### config.mk
export PLATFORM = sky130hd
export DESIGN_NAME = spi_slave_responder
export DESIGN_NICKNAME = d
export VERILOG_FILES = /design/src/rtl/spi_slave_responder.sv
export SDC_FILE = /design/constraint.sdc
export NUM_CORES = 1
export LEC_CHECK = 0
export BUFFER_PORTS_ARGS = -buffer_cell sky130_fd_sc_hd__buf_4
export CAP_MARGIN = 15
export CORE_MARGIN = 5
export CORE_UTILIZATION = 60
export CTS_BUF_LIST = sky130_fd_sc_hd__clkbuf_4
export DETAILED_ROUTE_END_ITERATION = 12
export GPL_ROUTABILITY_DRIVEN = 0
export MAX_ROUTING_LAYER = met4
export PLACE_DENSITY_LB_ADDON = 0.2
export SLEW_MARGIN = 0
export SYNTH_ARGS = -nofsm -noshare
export SYNTH_HDL_FRONTEND = slang
export SYNTH_SLANG_ARGS = --single-unit
### constraint.sdc
create_clock -name wb_clk_i -period 14.8 [get_ports wb_clk_i]
set_input_delay 2.22 -clock wb_clk_i [delete_from_list [all_inputs] [get_ports wb_clk_i]]
set_output_delay 2.22 -clock wb_clk_i [all_outputs]
set_load 0.005 [all_outputs]
### src/rtl/spi_slave_responder.sv
// SPI slave front end: oversamples the master's pad signals in the system clock
// domain, returns parallel rx words and serializes tx words from a one-deep holding register.
module spi_slave_responder #(
    parameter int MAX_LEN = 32,
    parameter int CLW     = $clog2(MAX_LEN)
) (
    input  logic               wb_clk_i,
    input  logic               wb_rst_i,
    input  logic               ss_n_i,
    input  logic               sclk_i,
    input  logic               mosi_i,
    output logic               miso_o,
    output logic               miso_oe_o,
    input  logic [CLW-1:0]     cfg_char_len,
    input  logic               cfg_lsb,
    input  logic               cfg_tx_neg,
    input  logic               cfg_rx_neg,
    input  logic [MAX_LEN-1:0] tx_data_i,
    input  logic               tx_valid_i,
    output logic               tx_ready_o,
    output logic [MAX_LEN-1:0] rx_data_o,
    output logic               rx_valid_o,
    output logic               tx_underrun_o,
    output logic               abort_o,
    output logic               busy_o
);

    localparam int CW = CLW + 1;

    typedef enum logic {IDLE, SHIFT} state_t;

    state_t state_reg, state_next;

    logic [1:0] ss_sync_reg;
    logic [2:0] sclk_sync_reg;
    logic [1:0] mosi_sync_reg;

    logic [CLW-1:0]     len_reg;
    logic               lsb_reg, tx_neg_reg, rx_neg_reg;
    logic [MAX_LEN-1:0] hold_data_reg, tx_word_reg, rx_shift_reg, rx_data_reg;
    logic               hold_full_reg, adv_ok_reg;
    logic [CW-1:0]      rx_cnt_reg;
    logic [CLW-1:0]     tx_idx_reg;
    logic               rx_valid_reg, underrun_reg, abort_reg;

    logic               ss_s, sclk_s2, sclk_s3, mosi_s;
    logic               sclk_rise, sclk_fall, active;
    logic               sample_edge, ms_edge, drive_edge;
    logic               enter, leave, advance, wrap, consume, hold_load, partial;
    logic [CW-1:0]      len_eff, rx_cnt_inc;
    logic               rx_done, tx_last;
    logic [CLW-1:0]     tx_pos;
    logic [MAX_LEN-1:0] rx_lsb_word, rx_shift_in;

    always_ff @(posedge wb_clk_i or posedge wb_rst_i) begin
        if (wb_rst_i) begin
            ss_sync_reg   <= 2'b11;
            sclk_sync_reg <= '0;
            mosi_sync_reg <= '0;
        end else begin
            ss_sync_reg   <= {ss_sync_reg[0], ss_n_i};
            sclk_sync_reg <= {sclk_sync_reg[1:0], sclk_i};
            mosi_sync_reg <= {mosi_sync_reg[0], mosi_i};
        end
    end

    assign ss_s      = ss_sync_reg[1];
    assign sclk_s2   = sclk_sync_reg[1];
    assign sclk_s3   = sclk_sync_reg[2];
    assign mosi_s    = mosi_sync_reg[1];
    assign sclk_rise = sclk_s2 & ~sclk_s3;
    assign sclk_fall = ~sclk_s2 & sclk_s3;

    // Edges only count while selected; a deselect in the same cycle wins.
    assign active      = (state_reg == SHIFT) && !ss_s;
    assign sample_edge = active && (tx_neg_reg ? sclk_rise : sclk_fall);
    assign ms_edge     = active && (rx_neg_reg ? sclk_fall : sclk_rise);
    assign drive_edge  = active && (rx_neg_reg ? sclk_rise : sclk_fall);

    always_ff @(posedge wb_clk_i or posedge wb_rst_i) begin
        if (wb_rst_i) state_reg <= IDLE;
        else          state_reg <= state_next;
    end

    always_comb begin
        state_next = state_reg;
        enter      = 1'b0;
        leave      = 1'b0;
        case (state_reg)
            IDLE: begin
                if (!ss_s) begin
                    state_next = SHIFT;
                    enter      = 1'b1;
                end
            end
            SHIFT: begin
                if (ss_s) begin
                    state_next = IDLE;
                    leave      = 1'b1;
                end
            end
            default: state_next = IDLE;
        endcase
    end

    assign len_eff    = (len_reg == '0) ? CW'(MAX_LEN) : {1'b0, len_reg};
    assign rx_cnt_inc = rx_cnt_reg + CW'(1);
    assign rx_done    = (rx_cnt_inc == len_eff);
    assign tx_last    = ({1'b0, tx_idx_reg} == len_eff - CW'(1));
    assign advance    = drive_edge && adv_ok_reg;
    assign wrap       = advance && tx_last;
    assign consume    = enter || wrap;
    assign hold_load  = tx_valid_i && !hold_full_reg;

    // Last bit already presented and sampled by the master counts as a finished character.
    assign partial = (rx_cnt_reg != '0) ||
                     ((tx_idx_reg != '0) && !(tx_last && adv_ok_reg));

    generate
        for (genvar gi = 0; gi < MAX_LEN; gi++) begin : g_rx_lsb
            assign rx_lsb_word[gi] = rx_shift_reg[gi] | (mosi_s & (rx_cnt_reg == CW'(gi)));
        end
    endgenerate

    assign rx_shift_in = lsb_reg ? rx_lsb_word : {rx_shift_reg[MAX_LEN-2:0], mosi_s};

    always_ff @(posedge wb_clk_i or posedge wb_rst_i) begin
        if (wb_rst_i) begin
            len_reg       <= '0;
            lsb_reg       <= 1'b0;
            tx_neg_reg    <= 1'b0;
            rx_neg_reg    <= 1'b0;
            hold_data_reg <= '0;
            hold_full_reg <= 1'b0;
            tx_word_reg   <= '0;
            tx_idx_reg    <= '0;
            adv_ok_reg    <= 1'b0;
            rx_shift_reg  <= '0;
            rx_cnt_reg    <= '0;
            rx_data_reg   <= '0;
            rx_valid_reg  <= 1'b0;
            underrun_reg  <= 1'b0;
            abort_reg     <= 1'b0;
        end else begin
            rx_valid_reg <= 1'b0;
            underrun_reg <= 1'b0;
            abort_reg    <= 1'b0;

            // Consume reads the old word even when a new one is stored this cycle.
            if (hold_load) hold_data_reg <= tx_data_i;
            hold_full_reg <= (hold_full_reg && !consume) || hold_load;
            if (consume) begin
                tx_word_reg  <= hold_full_reg ? hold_data_reg : '0;
                underrun_reg <= !hold_full_reg;
            end

            if (enter) begin
                len_reg      <= cfg_char_len;
                lsb_reg      <= cfg_lsb;
                tx_neg_reg   <= cfg_tx_neg;
                rx_neg_reg   <= cfg_rx_neg;
                rx_shift_reg <= '0;
                rx_cnt_reg   <= '0;
                tx_idx_reg   <= '0;
                adv_ok_reg   <= 1'b0;
            end else if (leave) begin
                abort_reg    <= partial;
                rx_shift_reg <= '0;
                rx_cnt_reg   <= '0;
                tx_idx_reg   <= '0;
                adv_ok_reg   <= 1'b0;
                tx_word_reg  <= '0;
            end else begin
                if (sample_edge) begin
                    if (rx_done) begin
                        rx_data_reg  <= rx_shift_in;
                        rx_valid_reg <= 1'b1;
                        rx_shift_reg <= '0;
                        rx_cnt_reg   <= '0;
                    end else begin
                        rx_shift_reg <= rx_shift_in;
                        rx_cnt_reg   <= rx_cnt_inc;
                    end
                end
                if (advance) begin
                    adv_ok_reg <= 1'b0;
                    tx_idx_reg <= tx_last ? '0 : tx_idx_reg + CLW'(1);
                end else if (ms_edge) begin
                    adv_ok_reg <= 1'b1;
                end
            end
        end
    end

    assign tx_pos = lsb_reg ? tx_idx_reg
                            : CLW'(len_eff - CW'(1) - {1'b0, tx_idx_reg});

    assign busy_o        = (state_reg == SHIFT);
    assign miso_oe_o     = busy_o;
    assign miso_o        = busy_o & tx_word_reg[tx_pos];
    assign tx_ready_o    = ~hold_full_reg;
    assign rx_data_o     = rx_data_reg;
    assign rx_valid_o    = rx_valid_reg;
    assign tx_underrun_o = underrun_reg;
    assign abort_o       = abort_reg;

endmodule
==> results.txt, run 1 <==
----------------------------------------------------
[Synthesis]
  Combined area of all synthesized cells ... 7757 sq um
  Share of flip-flops with an asynchronous set or reset ... 100.0%
  Number of enable-type register cells in the synthesized netlist ... 0
  Most used flip-flop cell after synthesis ... sky130_fd_sc_hd__dfrtp_1
  Syn Nets ... 788
  Avg Synthesized Cell Area ... 10.69 sq um
  Library cell occupying the most area in the post-synthesis netlist ... sky130_fd_sc_hd__dfrtp_1
  Largest cells by area after synthesis ... sky130_fd_sc_hd__dfrtp_1, sky130_fd_sc_hd__mux2_2, sky130_fd_sc_hd__a21oi_1
  Area share of the largest cell type after synthesis ... 50.97%
  Post-Syn Instances ... 726
  Number of library cell types mapped by synthesis ... 58
  Proportion of synthesized chip area in sequential cells ... 51.65%
  Post-synthesis register bit count ... 160
  Yosys Warn Count ... 0

[Finish]
  Most common cell after layout, fill and taps aside ... sky130_fd_sc_hd__dfrtp_1
  Sequential cell area ... 4008 sq um
  Share of final-layout standard cells stronger than drive strength 1 ... 26.38%
  Leading cell types in the layout, fill and taps excluded ... sky130_fd_sc_hd__dfrtp_1, sky130_fd_sc_hd__a21oi_1, sky130_fd_sc_hd__buf_4, sky130_fd_sc_hd__mux2_2, sky130_fd_sc_hd__nand2_1
  Number of cells in the finished layout apart from fillers ... 969
  Relative area change from synthesis to final layout ... 11.89%
  Area of combinational cells with multiple inputs ... 3425 sq um
  Net total in the final layout ... 845
  Fill count ... 986

[Global routing]
  Number of antenna violations at the first check in global routing ... 1
  Number of global-route vias before repair ... 5599
  Global-route wire length before repair ... 27.56 mm
  Total congestion overflow after global routing ... 0
  Largest net degree at the start of global routing ... 90
  GRT Total Usage ... 23.70%

[Detailed routing]
  Initial DRT Pass Iterations ... 6
  Uppermost layer routed ... met4
  Sum of routed wire segments on met1 ... 7.451 mm
  Number of DRC violations after detailed-routing iteration 0 ... 523
  Sum of routed wire length over all layers ... 16.48 mm
  Drt drc ... 0
  Via-to-Cell Ratio ... 5.959
  Met3 routed wirelength ... 1.163 mm
  Total met2 wirelength after detailed routing ... 7.658 mm
  Vias post-DR ... 5774
  Mean routed wirelength per cell ... 17.00 microns
  Remaining antenna violation count ... 0

[Floorplan]
  Die width ... 123.7 microns
  Std-Cell Rows ... 41
  Die span in y ... 123.7 microns
  Die Footprint ... 15300 sq um
  Initial Utilization ... 61.22%
  Ports placed on the boundary ... 85
  Standard cell core area ... 12670 sq um

[Timing]
  Highest achievable clock rate ... 168.5 MHz
  Final worst clock skew ... 0.02788 ns
  Smallest hold slack ... 0.3636 ns
  Worst rel slew slack ... 33.62%
  Number of setup violations in the final report ... 0
  Share of the clock period used by the worst path ... 40.11%
  Endpoints failing hold ... 0
  Total negative slack for setup checks ... 0 ns
  Worst Max-Slew Pin Slew ... 0.9958 ns
  Final critical-path required period ... 5.936 ns
  Setup repair after global routing missed its margin ... no
  Worst Setup Slack, final ... 8.864 ns
  Pins over their slew limit ... 0

[Clock tree]
  Number of buffers created by CTS ... 17
  Clock insertion delay at the later pin of the skew report ... 0.58 ns
  Number of buffers inserted for hold repair after clock tree synthesis ... 0
  Post-CTS Resized ... 0
  Sinks on Clock Net ... 160
  Clock root cell ... sky130_fd_sc_hd__clkbuf_4
  Number of post-CTS setup repair buffers ... 0
  Htree depth ... 4
  Worst-path clk slew ... 0.14 ns
  CTS tree ... done
  Clock buffer depth ... 2

[Placed design]
  Worst setup timing slack at the placement stage ... 9.520 ns
  Cell count after placement ... 936
  Port Buffers ... 84
  Detailed-placement wirelength estimate ... 11.14 mm

[Setup path]
  Endpoint required time on the critical path ... 12.58 ns
  Critical Path Sink ... miso_o
  Sort of element at the end of the critical path ... output pin
  Worst flop-to-flop path startpoint ... rx_cnt_reg[0]$_DFFE_PP0P_
  Register-to-register setup slack ... 11.53 ns
  Critical Setup Path Class ... reg -> out
  Critical Path Fanout Max ... 6
  Origin of the worst setup path ... len_reg[0]$_DFFE_PP0P_
  End of the worst register-to-register path ... rx_data_o[21]$_DFFE_PP0P_
  CP startpoint kind ... flip-flop
  Arrival @ worst endpoint ... 3.72 ns
  Number of cells on the worst reg-to-reg path ... 7

[Job]
  Reported max-cap violation count ... 0

[Pwr]
  Peak ir drop on the vdd network ... 87.45 uV
  Total design power ... 1.081 mW
  Pwr per Cell Area ... 124.5 nW/um^2
  Leakage ... 3.980 nW

[Hold path]
  Type of the most critical hold path ... reg -> reg
  Hold Path Origin ... mosi_sync_reg[0]$_DFF_PP0_

[Run status]
  Status ... completed

----------------------------------------------------
## final cells by class
cell class,count,share of cell area [%]
Clock inverter,14,1.600
Timing Repair Buffer,91,7.871
Antenna cell,1,0.02883
Sequential cell,160,46.17
Clock buffer,18,1.557
Multi-Input combinational cell,495,39.46
Tap cell,172,2.479
Inverter,18,0.8361
## cells in the mapped netlist, types with 2 or more instances
library cell	count
sky130_fd_sc_hd__dfrtp_1	158
sky130_fd_sc_hd__a21oi_1	92
sky130_fd_sc_hd__mux2_2	71
sky130_fd_sc_hd__nand2_1	58
sky130_fd_sc_hd__nor2_1	41
sky130_fd_sc_hd__nand3_1	40
sky130_fd_sc_hd__a22o_1	33
sky130_fd_sc_hd__clkbuf_1	29
sky130_fd_sc_hd__inv_1	18
sky130_fd_sc_hd__a31oi_1	16
sky130_fd_sc_hd__o21ai_0	16
sky130_fd_sc_hd__ha_1	15
sky130_fd_sc_hd__and3_1	12
sky130_fd_sc_hd__xnor2_1	11
sky130_fd_sc_hd__buf_2	8
sky130_fd_sc_hd__nand2b_1	8
sky130_fd_sc_hd__nor2b_1	8
sky130_fd_sc_hd__a211oi_1	7
sky130_fd_sc_hd__buf_6	7
sky130_fd_sc_hd__and2_1	6
sky130_fd_sc_hd__buf_1	6
sky130_fd_sc_hd__a21o_1	4
sky130_fd_sc_hd__a32oi_1	3
sky130_fd_sc_hd__buf_4	3
sky130_fd_sc_hd__nand4_1	3
sky130_fd_sc_hd__nor3_1	3
sky130_fd_sc_hd__nor3b_1	3
sky130_fd_sc_hd__nor4_1	3
sky130_fd_sc_hd__o22ai_1	3
sky130_fd_sc_hd__or3_1	3
sky130_fd_sc_hd__xor2_1	3
sky130_fd_sc_hd__and3b_1	2
sky130_fd_sc_hd__dfstp_2	2
sky130_fd_sc_hd__mux2i_1	2
sky130_fd_sc_hd__mux4_2	2
sky130_fd_sc_hd__nand3b_1	2
sky130_fd_sc_hd__nor4b_1	2
sky130_fd_sc_hd__o211ai_1	2
sky130_fd_sc_hd__o21a_1	2
## kinds of logic after synthesis
group	count (synthesis)	synth area share [%]
compound gates	189	15.63
xor+xnor	14	1.581
fa+ha+maj	16	2.677
buf+inv	71	4.387
flops	160	51.65
mux	75	11.15
simple gates	201	12.94
## power by group
group,switching [mW],internal (mW)
combinational,0.152,0.128
sequential,0.0442,0.500
clock,0.156,0.101
total,0.352,0.729
## metal layers
| layer | GRT usage [%] | vias up |
|---|---|---|
| li1 | - | 2709 |
| met1 | 33.14 | 2854 |
| met2 | 34.64 | 193 |
| met3 | 5.767 | 18 |
| met4 | 7.197 | 0 |
| met5 | - | - |
## worst max-delay path, stage by stage, from the launching register on
cell and delay [ns]:
sky130_fd_sc_hd__dfrtp_1 0.43, sky130_fd_sc_hd__inv_1 0.08, sky130_fd_sc_hd__ha_1 0.27, sky130_fd_sc_hd__inv_1 0.12, sky130_fd_sc_hd__fa_1 0.47, sky130_fd_sc_hd__nor2b_1 0.20
sky130_fd_sc_hd__a21oi_1 0.48, sky130_fd_sc_hd__mux4_2 0.37, sky130_fd_sc_hd__or3_1 0.31, sky130_fd_sc_hd__nand4_1 0.11, sky130_fd_sc_hd__o22ai_1 0.14, sky130_fd_sc_hd__buf_4 0.18
## worst min path at each step
stage,end,slack [ns],cells after the start
after floorplan,mosi_sync_reg[1]$_DFF_PP0_,0.33,0
after global placement,mosi_sync_reg[1]$_DFF_PP0_,0.34,0
after detailed placement,mosi_sync_reg[1]$_DFF_PP0_,0.34,0
after CTS,mosi_sync_reg[1]$_DFF_PP0_,0.37,0
after global routing,mosi_sync_reg[1]$_DFF_PP0_,0.37,0
final,mosi_sync_reg[1]$_DFF_PP0_,0.36,0
## metrics by stage
stage               instance area, sq um  utilization (%)
global placement                    8403            66.32
detailed placement                  8403            66.32
floorplan                           7757                -
CTS                                 8677            68.48
finish                              8680            68.50
global route                        8680            68.50
Power figures use the tool's default switching activity.
==> run 2: changes to the inputs <==
ABC_AREA = 1   (was unset)
clock period = 5.5 ns   (was 14.8 ns; I/O delays follow)
==> run 2 against run 1 <==
Net effect:
- global-route usage up 0.88 points
- worst hold slack lost 0.095 ns
- non-clock buffer count is the same
- final area rose by 3.4%
- area after synthesis grew 3.1%
- clock power rose to 2.7 times the previous value
- sequential power increased to 2.7 times the previous value
- critical path depth rose by 4
- sequential share of layout area down 1.5 points
- final cell count up 27%
- critical endpoint unchanged
- largest cell class unchanged
- largest power group unchanged
- highest routed layer unchanged
==> results.txt, run 2 <==
----------------------------------------------------
[Finish]
  Most common cell after layout, fill and taps aside ... sky130_fd_sc_hd__nand2_1
  Antenna diode count ... 0
  Relative area change from synthesis to final layout ... 12.21%
  Final cell utilization of the core ... 68.33%
  Leading cell types in the layout, fill and taps excluded ... sky130_fd_sc_hd__nand2_1, sky130_fd_sc_hd__dfrtp_1, sky130_fd_sc_hd__nor2_1, sky130_fd_sc_hd__nand3_1, sky130_fd_sc_hd__buf_4
  Net total in the final layout ... 1106
  Design area ... 8977 sq um
  Share of final-layout standard cells stronger than drive strength 1 ... 15.70%

[Setup path]
  Critical Path Fanout Max ... 9
  Worst Path Buf+Inv ... 5
  Ordered cell list for the critical path ... inv_1 -> ha_1 -> inv_1 -> fa_1 -> inv_1 -> o21ai_2 -> inv_1 -> nand3_1 -> nand2_1 -> nand2_1 -> nand3_1 -> nand3_1 -> nand2_1 -> nor2_1 -> buf_4
  Critical Path Most Common Cell ... sky130_fd_sc_hd__inv_1
  Number of cells on the worst reg-to-reg path ... 8
  Sort of element at the end of the critical path ... output pin
  Endpoint required time on the critical path ... 4.68 ns
  CP max stage delay ... 0.50 ns
  Arrival @ worst endpoint ... 3.26 ns
  Worst-path cell with the longest stage delay ... sky130_fd_sc_hd__fa_1
  CP startpoint kind ... flip-flop
  Critical path depth ... 15
  Critical Setup Path Class ... reg -> out
  CP delay by family, top ... adder cells

[Synthesis]
  Avg Synthesized Cell Area ... 8.089 sq um
  Area share of the largest cell type after synthesis ... 49.42%
  Yosys Warn Count ... 0
  Number of enable-type register cells in the synthesized netlist ... 0
  Post-synthesis register bit count ... 160
  Post-Syn Instances ... 989
  Proportion of synthesized chip area in sequential cells ... 50.08%
  Most used standard cells in the synthesized netlist ... sky130_fd_sc_hd__nand2_1, sky130_fd_sc_hd__dfrtp_1, sky130_fd_sc_hd__nor2_1, sky130_fd_sc_hd__nand3_1, sky130_fd_sc_hd__a21oi_1
  Most used flip-flop cell after synthesis ... sky130_fd_sc_hd__dfrtp_1
  Number of library cell types mapped by synthesis ... 31
  Largest cells by area after synthesis ... sky130_fd_sc_hd__dfrtp_1, sky130_fd_sc_hd__nand2_1, sky130_fd_sc_hd__nand3_1
  Most instantiated library cell after synthesis ... sky130_fd_sc_hd__nand2_1
  Syn Nets ... 1051
  Combined area of all synthesized cells ... 8000 sq um
  Library cell occupying the most area in the post-synthesis netlist ... sky130_fd_sc_hd__dfrtp_1
  Share of flip-flops with an asynchronous set or reset ... 100.0%

[Timing]
  Highest achievable clock rate ... 244.6 MHz
  Endpoints failing hold ... 0
  Total negative slack for setup checks ... 0 ns
  Final worst clock skew ... 0.01559 ns
  Setup repair after global routing missed its margin ... no
  Number of setup violations in the final report ... 0
  Final critical-path required period ... 4.089 ns
  Pins over their slew limit ... 0
  Worst Max-Slew Pin Slew ... 1.040 ns
  Worst rel slew slack ... 30.50%
  Share of the clock period used by the worst path ... 74.34%

[Floorplan]
  Std-Cell Rows ... 42
  Die Footprint ... 15740 sq um
  Die width ... 125.5 microns
  Initial Utilization ... 60.90%
  Ports placed on the boundary ... 85
  Die span in y ... 125.5 microns
  Standard cell core area ... 13140 sq um

[Clock tree]
  Worst-path clk slew ... 0.14 ns
  Htree depth ... 4
  Clock insertion delay at the later pin of the skew report ... 0.58 ns
  CTS tree ... done
  Sinks on Clock Net ... 160
  Number of post-CTS setup repair buffers ... 0
  Clock root cell ... sky130_fd_sc_hd__clkbuf_4
  Number of buffers inserted for hold repair after clock tree synthesis ... 0
  Post-CTS Resized ... 0
  Number of buffers created by CTS ... 17
  Clock buffer depth ... 2

[Hold path]
  Type of the most critical hold path ... in -> async

[Detailed routing]
  Drt drc ... 0
  Remaining antenna violation count ... 0
  Vias post-DR ... 6802
  Initial DRT Pass Iterations ... 5
  Via-to-Cell Ratio ... 5.517
  Number of DRC violations after detailed-routing iteration 0 ... 567
  Sum of routed wire length over all layers ... 17.98 mm
  Mean routed wirelength per cell ... 14.58 microns

[Global routing]
  Global-route wire length before repair ... 31.17 mm
  Largest net degree at the start of global routing ... 122
  GRT Total Usage ... 24.58%
  Total congestion overflow after global routing ... 0
  Number of global-route vias before repair ... 6444
  Number of antenna violations at the first check in global routing ... 0

[Pwr]
  Peak ir drop on the vdd network ... 362.4 uV
  Leakage ... 4.585 nW
  Total design power ... 2.992 mW
  Pwr per Cell Area ... 333.3 nW/um^2

[Job]
  Reported max-cap violation count ... 0

[Placed design]
  Detailed-placement wirelength estimate ... 12.35 mm
  Area after detailed placement ... 8678 sq um
  Port Buffers ... 84

[Run status]
  Status ... completed

----------------------------------------------------
[run 2: cell count changes in the layout (fill, tap and decap cells not counted), moves of 8 or more]
cell | before | now
sky130_fd_sc_hd__nor3_1 | 2 | 11
sky130_fd_sc_hd__nand2b_1 | 8 | 0
sky130_fd_sc_hd__o21ai_0 | 16 | 45
sky130_fd_sc_hd__a21oi_1 | 91 | 69
sky130_fd_sc_hd__nand2_1 | 58 | 263
sky130_fd_sc_hd__nand4_1 | 3 | 34
sky130_fd_sc_hd__and3_1 | 12 | 0
sky130_fd_sc_hd__nand3_1 | 40 | 96
sky130_fd_sc_hd__mux2_2 | 71 | 32
sky130_fd_sc_hd__a31oi_1 | 16 | 8
sky130_fd_sc_hd__a22o_1 | 33 | 0
sky130_fd_sc_hd__xnor2_1 | 11 | 1
sky130_fd_sc_hd__nor2_1 | 41 | 118
sky130_fd_sc_hd__inv_1 | 17 | 62
[run 2: metal layers]
metal,vias to the layer above,global-route usage (%),share of wire (%)
met1,3225,32.97,45
li1,3365,-,-
met5,-,-,0
met2,186,37.82,48
met3,26,5.245,5.1
met4,0,7.781,1.9
[run 2: kinds of logic (layout without fill, tap and decap cells)]
logic type,count (synthesis),in the layout,synth area share [%]
simple gates,530,530,28.01
xor+xnor,5,5,0.5474
buf+inv,119,187,6.115
compound gates,127,127,8.148
flops,160,160,50.08
mux,32,32,4.504
fa+ha+maj,16,16,2.596
[run 2: final cells by class]
cell class / instances / area, sq um
fill: 1118 / 4160
sequential: 160 / 4008
multi-input combinational: 710 / 3530
timing repair buffer: 91 / 703.2
inverter: 64 / 245.2
tap: 176 / 220.2
clock inverter: 15 / 143.9
clock buffer: 17 / 127.6
[run 2: final timing paths]
kind / startpoint / endpoint / slack [ns]
worst max-delay path: len_reg[0]$_DFFE_PP0P_ / miso_o / 1.41
worst min-delay path: wb_rst_i / len_reg[0]$_DFFE_PP0P_ / 0.27
worst max register to register: rx_cnt_reg[0]$_DFFE_PP0P_ / rx_data_o[16]$_DFFE_PP0P_ / 2.37
worst min register to register: sclk_sync_reg[0]$_DFF_PP0_ / sclk_sync_reg[1]$_DFF_PP0_ / 0.36
max in group asynchronous: wb_rst_i / rx_shift_reg[15]$_DFFE_PP0P_ / 4.30
min in group wb_clk_i: ss_n_i / ss_sync_reg[0]$_DFF_PP1_ / 0.34
[run 2: through the flow]
stage                     instances  hold slack [ns]  setup slack [ns]
after floorplan                 989           0.3312            0.3584
after global placement         1200           0.3324             2.111
after detailed placement       1200           0.3379             2.079
after CTS                      1232           0.2982             1.382
after global routing           1233           0.2597             1.089
final                          1233           0.2682             1.411
[run 2: power by group]
group          total, mW  leakage (nW)  internal, mW  switching (mW)
clock              0.694         0.151         0.267           0.428
sequential          1.47          2.07          1.34           0.121
combinational      0.833          2.37         0.338           0.495
total               2.99          4.58          1.95            1.04
==> run 3: changes to the inputs <==
CORE_UTILIZATION = 55   (was 60)
clock period = 3.36 ns   (was 5.5 ns; I/O delays follow)
==> run 3 against run 2 <==
Net effect:
- the flow now finishes with violations (setup timing)
- clock power increased by 97%
- non-clock buffer count up 20
- final cell count rose by 2.4%
- first-iteration DRC count decreased by 5.8%
- count of clock-buffer cells in the layout increased by 1
- combinational power is 100% higher
- die area grew 8.4%
- power rose by 81%
- critical path depth unchanged
- worst hold slack worse by 0.22 ns
- sequential power up 61%
- worst setup slack lost 1.5 ns
- critical path type unchanged
==> results.txt, run 3 (synthesis results as in run 2) <==
----------------------------------------------------
[Run status]
  Status ... finished, violations left
  Failing checks ... setup timing

[Timing]
  Share of the clock period used by the worst path ... 102.2%
  Final critical-path required period ... 3.434 ns
  Number of setup violations in the final report ... 1
  Pins over their slew limit ... 0
  Worst Max-Slew Pin Slew ... 0.9808 ns
  Highest achievable clock rate ... 291.2 MHz
  Final worst clock skew ... 0.01303 ns
  Worst rel slew slack ... 34.54%
  Total negative slack for setup checks ... -0.07410 ns
  Setup repair after global routing missed its margin ... yes
  Worst Setup Slack, final ... -0.07410 ns
  Endpoints failing hold ... 0

[Job]
  Reported max-cap violation count ... 0

[Floorplan]
  Ports placed on the boundary ... 85
  Std-Cell Rows ... 44
  Initial Utilization ... 55.46%
  Die Footprint ... 17060 sq um
  Die width ... 130.6 microns
  Standard cell core area ... 14420 sq um
  Die span in y ... 130.6 microns

[Pwr]
  Leakage ... 4.729 nW
  Reg power frac ... 43.8%
  Switching power as a share of total power ... 34.13%
  Total design power ... 5.414 mW
  Switching power of the nets ... 1.848 mW
  Internal ... 3.566 mW
  Peak ir drop on the vdd network ... 416.7 uV
  Share of total power in combinational logic ... 30.9%
  Clk network pwr share ... 25.3%
  Pwr per Cell Area ... 578.7 nW/um^2

[Clock tree]
  Worst-path clk slew ... 0.13 ns
  Clock root cell ... sky130_fd_sc_hd__clkbuf_4
  Clock insertion delay at the later pin of the skew report ... 0.57 ns
  CTS tree ... done
  Sinks on Clock Net ... 160
  Htree depth ... 4
  Clock buffer depth ... 2
  Number of buffers created by CTS ... 17

[Finish]
  Leading cell types in the layout, fill and taps excluded ... sky130_fd_sc_hd__nand2_1, sky130_fd_sc_hd__dfrtp_1, sky130_fd_sc_hd__nor2_1, sky130_fd_sc_hd__buf_4, sky130_fd_sc_hd__nand3_1
  Design area ... 9355 sq um
  Relative area change from synthesis to final layout ... 16.94%
  Share of final-layout standard cells stronger than drive strength 1 ... 19.31%
  Most common cell after layout, fill and taps aside ... sky130_fd_sc_hd__nand2_1
  Net total in the final layout ... 1126

[Detailed routing]
  Remaining antenna violation count ... 0
  Vias post-DR ... 6868
  Mean routed wirelength per cell ... 14.81 microns
  Sum of routed wire segments on met1 ... 8.108 mm
  Number of DRC violations after detailed-routing iteration 0 ... 534
  Drt drc ... 0
  Met3 routed wirelength ... 1.000 mm
  Uppermost layer routed ... met4
  Total met2 wirelength after detailed routing ... 9.227 mm
  Initial DRT Pass Iterations ... 7
  Via-to-Cell Ratio ... 5.442
  Sum of routed wire length over all layers ... 18.68 mm

[Placed design]
  Area after detailed placement ... 8782 sq um
  Worst setup timing slack at the placement stage ... 0.2783 ns
  Port Buffers ... 84
  Detailed-placement wirelength estimate ... 12.75 mm

[Global routing]
  Total congestion overflow after global routing ... 0
  Number of global-route vias before repair ... 6447
  Global-route wire length before repair ... 30.89 mm
  Number of antenna violations at the first check in global routing ... 1
  Largest net degree at the start of global routing ... 60
  GRT Total Usage ... 23.11%

[Hold path]
  Type of the most critical hold path ... in -> async

[Setup path]
  End of the worst register-to-register path ... tx_word_reg[16]$_DFF_PP0_
  Critical Path Fanout Max ... 8
  Sort of element at the end of the critical path ... output pin
  Critical Setup Path Class ... reg -> out
  CP startpoint kind ... flip-flop
  Number of cells on the worst reg-to-reg path ... 12
  Arrival @ worst endpoint ... 2.93 ns
  Worst flop-to-flop path startpoint ... len_reg[0]$_DFFE_PP0P_
  Endpoint required time on the critical path ... 2.86 ns
  Register-to-register setup slack ... 0.62 ns

----------------------------------------------------
==> run 3: power groups by stage <==
stage                     Combinational, mW  Clock, mW  Sequential, mW
after global routing                   1.86       1.48            2.40
after global placement                 1.37          0            2.40
after floorplan                        1.07          0            2.35
after CTS                              1.50       1.40            2.37
final                                  1.68       1.37            2.37
after detailed placement               1.40          0            2.41
==> run 3: worst max-delay path by stage <==
stage | start | to | slack [ns] | depth (start not counted)
final | len_reg[0]$_DFFE_PP0P_ | miso_o | -0.07 | 15
after global placement | len_reg[0]$_DFFE_PP0P_ | miso_o | 0.32 | 15
after floorplan | len_reg[0]$_DFFE_PP0P_ | miso_o | 0.73 | 14
after CTS | len_reg[0]$_DFFE_PP0P_ | miso_o | -0.009 | 14
after global routing | len_reg[0]$_DFFE_PP0P_ | miso_o | -0.22 | 15
after detailed placement | len_reg[0]$_DFFE_PP0P_ | miso_o | 0.28 | 15
==> run 3: worst max-delay path, stage by stage (launching register included) <==
cell and delay (ns):
sky130_fd_sc_hd__dfrtp_1 0.40, sky130_fd_sc_hd__inv_2 0.06, sky130_fd_sc_hd__ha_4 0.27, sky130_fd_sc_hd__inv_4 0.04
sky130_fd_sc_hd__fa_1 0.52, sky130_fd_sc_hd__inv_2 0.05, sky130_fd_sc_hd__o21ai_4 0.21, sky130_fd_sc_hd__inv_4 0.10
sky130_fd_sc_hd__nand3_1 0.10, sky130_fd_sc_hd__nand2_1 0.06, sky130_fd_sc_hd__nand2_1 0.05, sky130_fd_sc_hd__nand2_1 0.07
sky130_fd_sc_hd__nor2_1 0.16, sky130_fd_sc_hd__nor2_2 0.08, sky130_fd_sc_hd__nor2_4 0.10, sky130_fd_sc_hd__buf_6 0.10
==> run 3: final cells by class <==
class / instances / area, sq um
inverters: 64 / 249.0
fillers: 1255 / 5069
clock buffers: 18 / 135.1
well taps: 184 / 230.2
multi-input cells: 710 / 3632
flip-flops and latches: 160 / 4008
clock inverters: 14 / 212.7
diodes: 1 / 2.502
repair buffers: 111 / 885.9
==> run 3: per-stage QoR <==
step	hold slack (ns)	instances	utilization [%]
after detailed placement	0.3364	1219	60.89
after CTS	0.01067	1258	64.03
after global placement	0.3326	1219	60.89
after floorplan	0.3312	989	-
final	0.04564	1262	64.86
after global routing	0.05406	1262	64.86
==> run 3: what timing repair did <==
action / CTS / global route
hold buffers: 2 / 1
hold endpoints to repair: 2 / 1
pin swaps: 3 / 14
setup endpoints to repair: 1 / 1
gates resized for setup: 11 / 21
buffers inserted: 5 / 2
==> run 3: metal layers <==
metal  vias to the layer above  global-route usage (%)
li1                       3412                       -
met1                      3207                   29.73
met2                       219                   37.59
met3                        30                   3.943
met4                         0                   7.441
met5                         -                       -
